**src/rtl/connect4_pkg.sv**
```systemverilog
`default_nettype none
// ======================================================================
// connect4_pkg -- Connect4 types and constants shared by turn ctrl, board
// and win checker.                                              Rev 1.0
// ======================================================================
package connect4_pkg;

  localparam int ROWS      = 6;
  localparam int COLS      = 7;
  localparam int MAX_MOVES = 42;

  typedef enum logic [1:0] {
    EMPTY = 2'b00,
    P1    = 2'b01,
    P2    = 2'b10
  } cell_t;

  typedef enum logic [2:0] {
    WAIT_MOVE = 3'd0,
    WRITE     = 3'd1,
    CHECK     = 3'd2,
    DONE      = 3'd3,
    CLEAR     = 3'd4
  } turn_state_t;

  // Lowest-index column whose bit in `full` is clear.
  function automatic logic [2:0] first_free_col(input logic [COLS-1:0] full);
    first_free_col = 3'd0;
    for (int i = COLS - 1; i >= 0; i--) begin
      if (!full[i]) first_free_col = 3'(i);
    end
  endfunction

endpackage
`default_nettype wire

```
**src/rtl/connect4_btn_sync.sv**
```systemverilog
`default_nettype none
// ======================================================================
// connect4_btn_sync -- 2-flop synchronizer plus rising-edge pulse for an
// asynchronous button.                                          Rev 1.0
// ======================================================================
module connect4_btn_sync (
  input  logic clk,
  input  logic rst,
  input  logic btn_i,
  output logic press_o
);

  logic meta_q;
  logic sync_q;
  logic prev_q;

  always_ff @(posedge clk or negedge rst) begin
    if (!rst) begin
      meta_q <= 1'b0;
      sync_q <= 1'b0;
      prev_q <= 1'b0;
    end else begin
      meta_q <= btn_i;
      sync_q <= meta_q;
      prev_q <= sync_q;
    end
  end

  assign press_o = sync_q & ~prev_q;

endmodule
`default_nettype wire

```
**src/rtl/connect4_turn_ctrl.sv**
```systemverilog
`default_nettype none
// ======================================================================
// connect4_turn_ctrl -- Connect4 turn sequencer: drop legality, board
// write, win-check trigger, timeout auto-move, draw, clear.     Rev 1.0
// ======================================================================
module connect4_turn_ctrl #(
  parameter int unsigned TURN_TIMEOUT = 500_000_000
) (
  input  logic       clk,
  input  logic       rst,
  input  logic [2:0] column,
  input  logic       load_btn,
  output logic       wr_req,
  output logic [2:0] wr_row,
  output logic [2:0] wr_col,
  output logic [1:0] wr_val,
  input  logic       wr_ack,
  output logic       clr_req,
  input  logic       clr_ack,
  output logic       chk_start,
  input  logic       chk_done,
  input  logic       chk_win,
  output logic [1:0] cur_player,
  output logic [5:0] move_count,
  output logic       illegal,
  output logic       timeout,
  output logic       game_over,
  output logic [1:0] winner
);

  import connect4_pkg::*;

  localparam int          TMR_W    = (TURN_TIMEOUT > 0) ? $clog2(TURN_TIMEOUT + 1) : 1;
  localparam logic [TMR_W-1:0] TMR_LAST = (TURN_TIMEOUT > 0) ? TMR_W'(TURN_TIMEOUT - 1) : '0;
  localparam logic        TMR_EN   = (TURN_TIMEOUT > 0);

  turn_state_t                state_q, state_d;
  logic [COLS-1:0][2:0]       heights_q, heights_d;
  logic [5:0]                 count_q, count_d;
  logic [TMR_W-1:0]           timer_q, timer_d;
  logic [2:0]                 row_q, row_d;
  logic [2:0]                 col_q, col_d;
  cell_t                      val_q, val_d;
  cell_t                      player_q, player_d;
  cell_t                      winner_q, winner_d;
  logic                       illegal_q, illegal_d;
  logic                       timeout_q, timeout_d;
  logic                       chk_start_q, chk_start_d;

  logic                       press;
  logic [COLS-1:0]            full;
  logic [7:0]                 full_ext;
  logic [2:0]                 auto_col;
  logic                       expired;

  connect4_btn_sync u_btn_sync (
    .clk     (clk),
    .rst     (rst),
    .btn_i   (load_btn),
    .press_o (press)
  );

  always_comb begin
    full = '0;
    for (int i = 0; i < COLS; i++) begin
      full[i] = (heights_q[i] == 3'(ROWS));
    end
  end

  // Column code 7 is treated as a permanently full column.
  assign full_ext = {1'b1, full};
  assign auto_col = first_free_col(full);
  assign expired  = TMR_EN && (timer_q == TMR_LAST);

  always_comb begin
    state_d     = state_q;
    heights_d   = heights_q;
    count_d     = count_q;
    timer_d     = timer_q;
    row_d       = row_q;
    col_d       = col_q;
    val_d       = val_q;
    player_d    = player_q;
    winner_d    = winner_q;
    illegal_d   = 1'b0;
    timeout_d   = 1'b0;
    chk_start_d = 1'b0;

    unique case (state_q)
      WAIT_MOVE: begin
        if (timer_q != TMR_LAST) timer_d = timer_q + TMR_W'(1);
        if (press) begin
          if (full_ext[column]) begin
            illegal_d = 1'b1;
          end else begin
            col_d   = column;
            row_d   = heights_q[column];
            val_d   = player_q;
            state_d = WRITE;
          end
        end else if (expired) begin
          timeout_d = 1'b1;
          col_d     = auto_col;
          row_d     = heights_q[auto_col];
          val_d     = player_q;
          state_d   = WRITE;
        end
      end

      WRITE: begin
        if (wr_ack) begin
          heights_d[col_q] = heights_q[col_q] + 3'd1;
          count_d          = count_q + 6'd1;
          chk_start_d      = 1'b1;
          state_d          = CHECK;
        end
      end

      // chk_done is only meaningful after the start pulse has been seen.
      CHECK: begin
        if (chk_done && !chk_start_q) begin
          if (chk_win) begin
            winner_d = player_q;
            state_d  = DONE;
          end else if (count_q == 6'(MAX_MOVES)) begin
            winner_d = EMPTY;
            state_d  = DONE;
          end else begin
            player_d = (player_q == P1) ? P2 : P1;
            timer_d  = '0;
            state_d  = WAIT_MOVE;
          end
        end
      end

      DONE: begin
        if (press) state_d = CLEAR;
      end

      CLEAR: begin
        if (clr_ack) begin
          heights_d = '0;
          count_d   = '0;
          winner_d  = EMPTY;
          player_d  = P1;
          timer_d   = '0;
          state_d   = WAIT_MOVE;
        end
      end

      default: state_d = WAIT_MOVE;
    endcase
  end

  always_ff @(posedge clk or negedge rst) begin
    if (!rst) begin
      state_q     <= WAIT_MOVE;
      heights_q   <= '0;
      count_q     <= '0;
      timer_q     <= '0;
      row_q       <= '0;
      col_q       <= '0;
      val_q       <= EMPTY;
      player_q    <= P1;
      winner_q    <= EMPTY;
      illegal_q   <= 1'b0;
      timeout_q   <= 1'b0;
      chk_start_q <= 1'b0;
    end else begin
      state_q     <= state_d;
      heights_q   <= heights_d;
      count_q     <= count_d;
      timer_q     <= timer_d;
      row_q       <= row_d;
      col_q       <= col_d;
      val_q       <= val_d;
      player_q    <= player_d;
      winner_q    <= winner_d;
      illegal_q   <= illegal_d;
      timeout_q   <= timeout_d;
      chk_start_q <= chk_start_d;
    end
  end

  assign wr_req     = (state_q == WRITE);
  assign clr_req    = (state_q == CLEAR);
  assign game_over  = (state_q == DONE);
  assign wr_row     = row_q;
  assign wr_col     = col_q;
  assign wr_val     = val_q;
  assign cur_player = player_q;
  assign winner     = winner_q;
  assign move_count = count_q;
  assign illegal    = illegal_q;
  assign timeout    = timeout_q;
  assign chk_start  = chk_start_q;

endmodule
`default_nettype wire

```
**config.mk**
```make
export PLATFORM = sky130hd
export DESIGN_NAME = connect4_turn_ctrl
export DESIGN_NICKNAME = d
export VERILOG_FILES = /design/src/rtl/connect4_pkg.sv /design/src/rtl/connect4_btn_sync.sv /design/src/rtl/connect4_turn_ctrl.sv
export SDC_FILE = /design/constraint.sdc
export NUM_CORES = 1
export LEC_CHECK = 0
export CORE_MARGIN = 2
export CORE_UTILIZATION = 60
export DETAILED_ROUTE_END_ITERATION = 16
export PLACE_DENSITY = 0.88
export SYNTH_ARGS = -nofsm -noshare
export SYNTH_HDL_FRONTEND = slang
export SYNTH_SLANG_ARGS = --single-unit
```
**constraint.sdc**
```tcl
create_clock -name clk -period 4.1 [get_ports clk]
set_input_delay 0.82 -clock clk [delete_from_list [all_inputs] [get_ports clk]]
set_output_delay 0.82 -clock clk [all_outputs]
set_load 0.01 [all_outputs]
```
==> flow_summary_export.csv <==
group,metric,value,unit
outcome,status,"completed",
pwr,power.density,575,mW/mm2
clocking,cts_sinks,77,
worst_setup_path,worstPathArrival,2210,ps
synthesis,syn-num-nets,499,
synthesis,ys_seq_elements,77,
drt,postRouteAntennaNets,0,
timing,clock-skew-final,10.6,ps
placed_design,place.gp.congestion,0.966,
pwr,leakagePower,2.07,nW
grt,grt_overflow_total,0,
synthesis,ys_warn_count,0,
synthesis,yosysTopAreaCell,"dfrtp_1",
clocking,cts_tree,"done",
grt,grt_pass1_wl,18900,um
pwr,vdd_ir_drop_max,0.000402,V
clocking,hold_buffers,0,
worst_setup_path,end_kind,"output pin",
worst_setup_path,path_class,"flip-flop to output pin",
clocking,post_cts_buffers,0,
worst_setup_path,cp-start-kind,"flip-flop",
min_path,min_from,"u_btn_sync.meta_q$_DFF_PN0_",
min_path,whs_path_depth,0,
synthesis,dominantRegCellSynth,"dfrtp_1",
grt,grt_max_degree,78,
min_path,hp-class,"flip-flop to flip-flop",
grt,antenna_found_initial,0,
synthesis,async_flop_share,1.00,
clocking,path_clk_slew,80,ps
drt,initialDrtViolationCount,293,
worst_setup_path,required,3280,ps
clocking,post_cts_resized,0,
placed_design,dpl.hpwl,7880,um
finish,layout.nets,528,
clocking,clockBufferDepth,2,
run,maxCapViolCount,0,
clocking,cts_max_level,3,
finish,multiInputGateArea,0.00257,mm2
floorplanning,fp.dieW,92.1,um
timing,finalHoldViolations,0,
floorplanning,die_h,92.1,um
clocking,cts_root_buf,"clkbuf_8",
worst_setup_path,r2r_setup_slack,1330,ps
timing,min_period,3030,ps
timing,tns,0,ps
synthesis,syn_inst,485,
timing,worst_slew_pin_slew,944,ps
finish,layout.area.seq,0.00193,mm2
worst_setup_path,r2r-end,"heights_q[17]$_DFFE_PN0P_",
synthesis,seq_area_frac_synth,0.414,
placed_design,io_buffers,33,
floorplanning,row_count,32,
timing,max_freq,329,MHz
synthesis,syn_area,0.00465,mm2
synthesis,synth_common_cells,"76 x dfrtp_1, 52 x nand2_1, 50 x nor2_1",
drt,drtPass1Iterations,5,
clocking,numCtsBuffers,9,
grt,grt_pass1_vias,3856,
timing,maxSlewHeadroom,0.371,
clocking,clk_latency,350,ps
timing,maxSlewViolCount,0,
finish,area_delta_synth_final,12.2,%
finish,layout-drive-gt1-share,0.114,
synthesis,yosysTopAreaCellShare,0.409,
drt,vias,4067,
pwr,finalPower,3.00,mW
synthesis,synth_edf_count,0,
finish,antenna_cells,0,
timing,final.period_utilization,0.740,
drt,vias_per_cell,6.55,
timing,setup_viol,0,
floorplanning,core,0.00761,mm2
synthesis,yosysMostFrequentCell,"dfrtp_1",
grt,grt.total_usage,0.278,
synthesis,avgSynthCellArea,9.59,um2
floorplanning,start_util,0.612,
worst_setup_path,worstRegToRegCells,5,
drt,drt_wl_total,11400,um
timing,rsz0062_at_grt,"false",
synthesis,synth_cell_type_count,72,
drt,avgRoutedWirePerCell,18.3,um
floorplanning,dieArea,0.00848,mm2
synthesis,ys_top_cells_by_area,"dfrtp_1 41%, nand2_1 4.2%, xnor2_1 4.1%",
min_path,hold_end,"u_btn_sync.sync_q$_DFF_PN0_",
finish,nFillCells,586,
worst_setup_path,crit_fanout,11,
floorplanning,ioPinCount,34,
drt,drc,0,
worst_setup_path,r2r_start,"wr_col[1]$_DFFE_PN0P_",
## worst max path at each step
stage                           startpoint                   endpoint  slack [ps]  cells past startpoint
global placement                   clr_ack    timer_q[12]$_DFFE_PN0P_        1040                      8
finish              state_q[2]$_DFFE_PN0P_                    clr_req        1070                      3
global route        state_q[2]$_DFFE_PN0P_                    clr_req         990                      3
CTS                 state_q[2]$_DFFE_PN0P_                    clr_req        1090                      3
detailed placement                chk_done    timer_q[12]$_DFFE_PN0P_        1000                      8
floorplan            wr_col[1]$_DFFE_PN0P_  heights_q[17]$_DFFE_PN0P_        1700                      6
## power by group
group / leakage, nW / internal [mW] / switching, mW
logic: 0.943 / 0.546 / 0.648
registers: 1.03 / 0.938 / 0.323
clock network: 0.0953 / 0.253 / 0.294
## worst max-delay path: stages, from the launching register on
cell and delay (ps):
dfrtp_1 650, nand3_1 340, inv_1 280, clkdlybuf4s50_1 590
## cells by family (layout without fill, tap and decap cells)
group / count (synthesis) / in the layout / share of synthesized area
simple gates: 223 / 223 / 0.275
mux: 30 / 30 / 0.0804
compound gates: 89 / 89 / 0.134
xor+xnor: 28 / 28 / 0.0527
flops: 77 / 77 / 0.414
buf+inv: 34 / 68 / 0.0328
fa+ha+maj: 4 / 4 / 0.0108
## cell usage in the layout, fill, tap and decap left out, drive strengths merged, types with 12 or more instances in the layout
cell type      count
inv               17
clkdlybuf4s50     32
dfrtp             76
nand2             52
mux2i             16
nor3              14
xnor2             22
a21oi             12
nor2              51
nor4              14
nand3             19
o21ai             30
## sequential cells by signal (all words and copies together) (netlist names)
register	flops
illegal	1
heights_q	21
timer_q	29
timeout	1
u_btn_sync.meta_q	1
state_q	3
chk_start	1
cur_player	2
winner	2
u_btn_sync.prev_q	1
u_btn_sync.sync_q	1
wr_row	3
move_count	6
wr_val	2
wr_col	3
## routing by layer
metal,global-route usage,wire length (um),part of all wire
met5,0,0,0
met3,0.0435,654,0.058
met2,0.440,5420,0.48
met4,0.102,265,0.023
met1,0.391,5020,0.44
## layout make-up
cell class                 instances  share of cell area
timing repair buffer              35              0.0657
clock inverter                     5             0.00671
multi-input combinational        374               0.493
sequential                        77               0.369
tap                              102              0.0244
clock buffer                      11              0.0290
inverter                          17              0.0122
## metrics by stage
step           worst slack (ps)  cells  hold slack, ps   util  cell area, um2
2_1_floorplan              1700    485             331      -            4650
3_3_place_gp               1040    605             336  0.662            5030
3_5_place_dp               1000    605             347  0.662            5030
4_1_cts                    1090    621             367  0.686            5220
5_1_grt                     991    621             371  0.686            5220
6_report                   1070    621             360  0.686            5220
(Power assumes the default switching activity.)
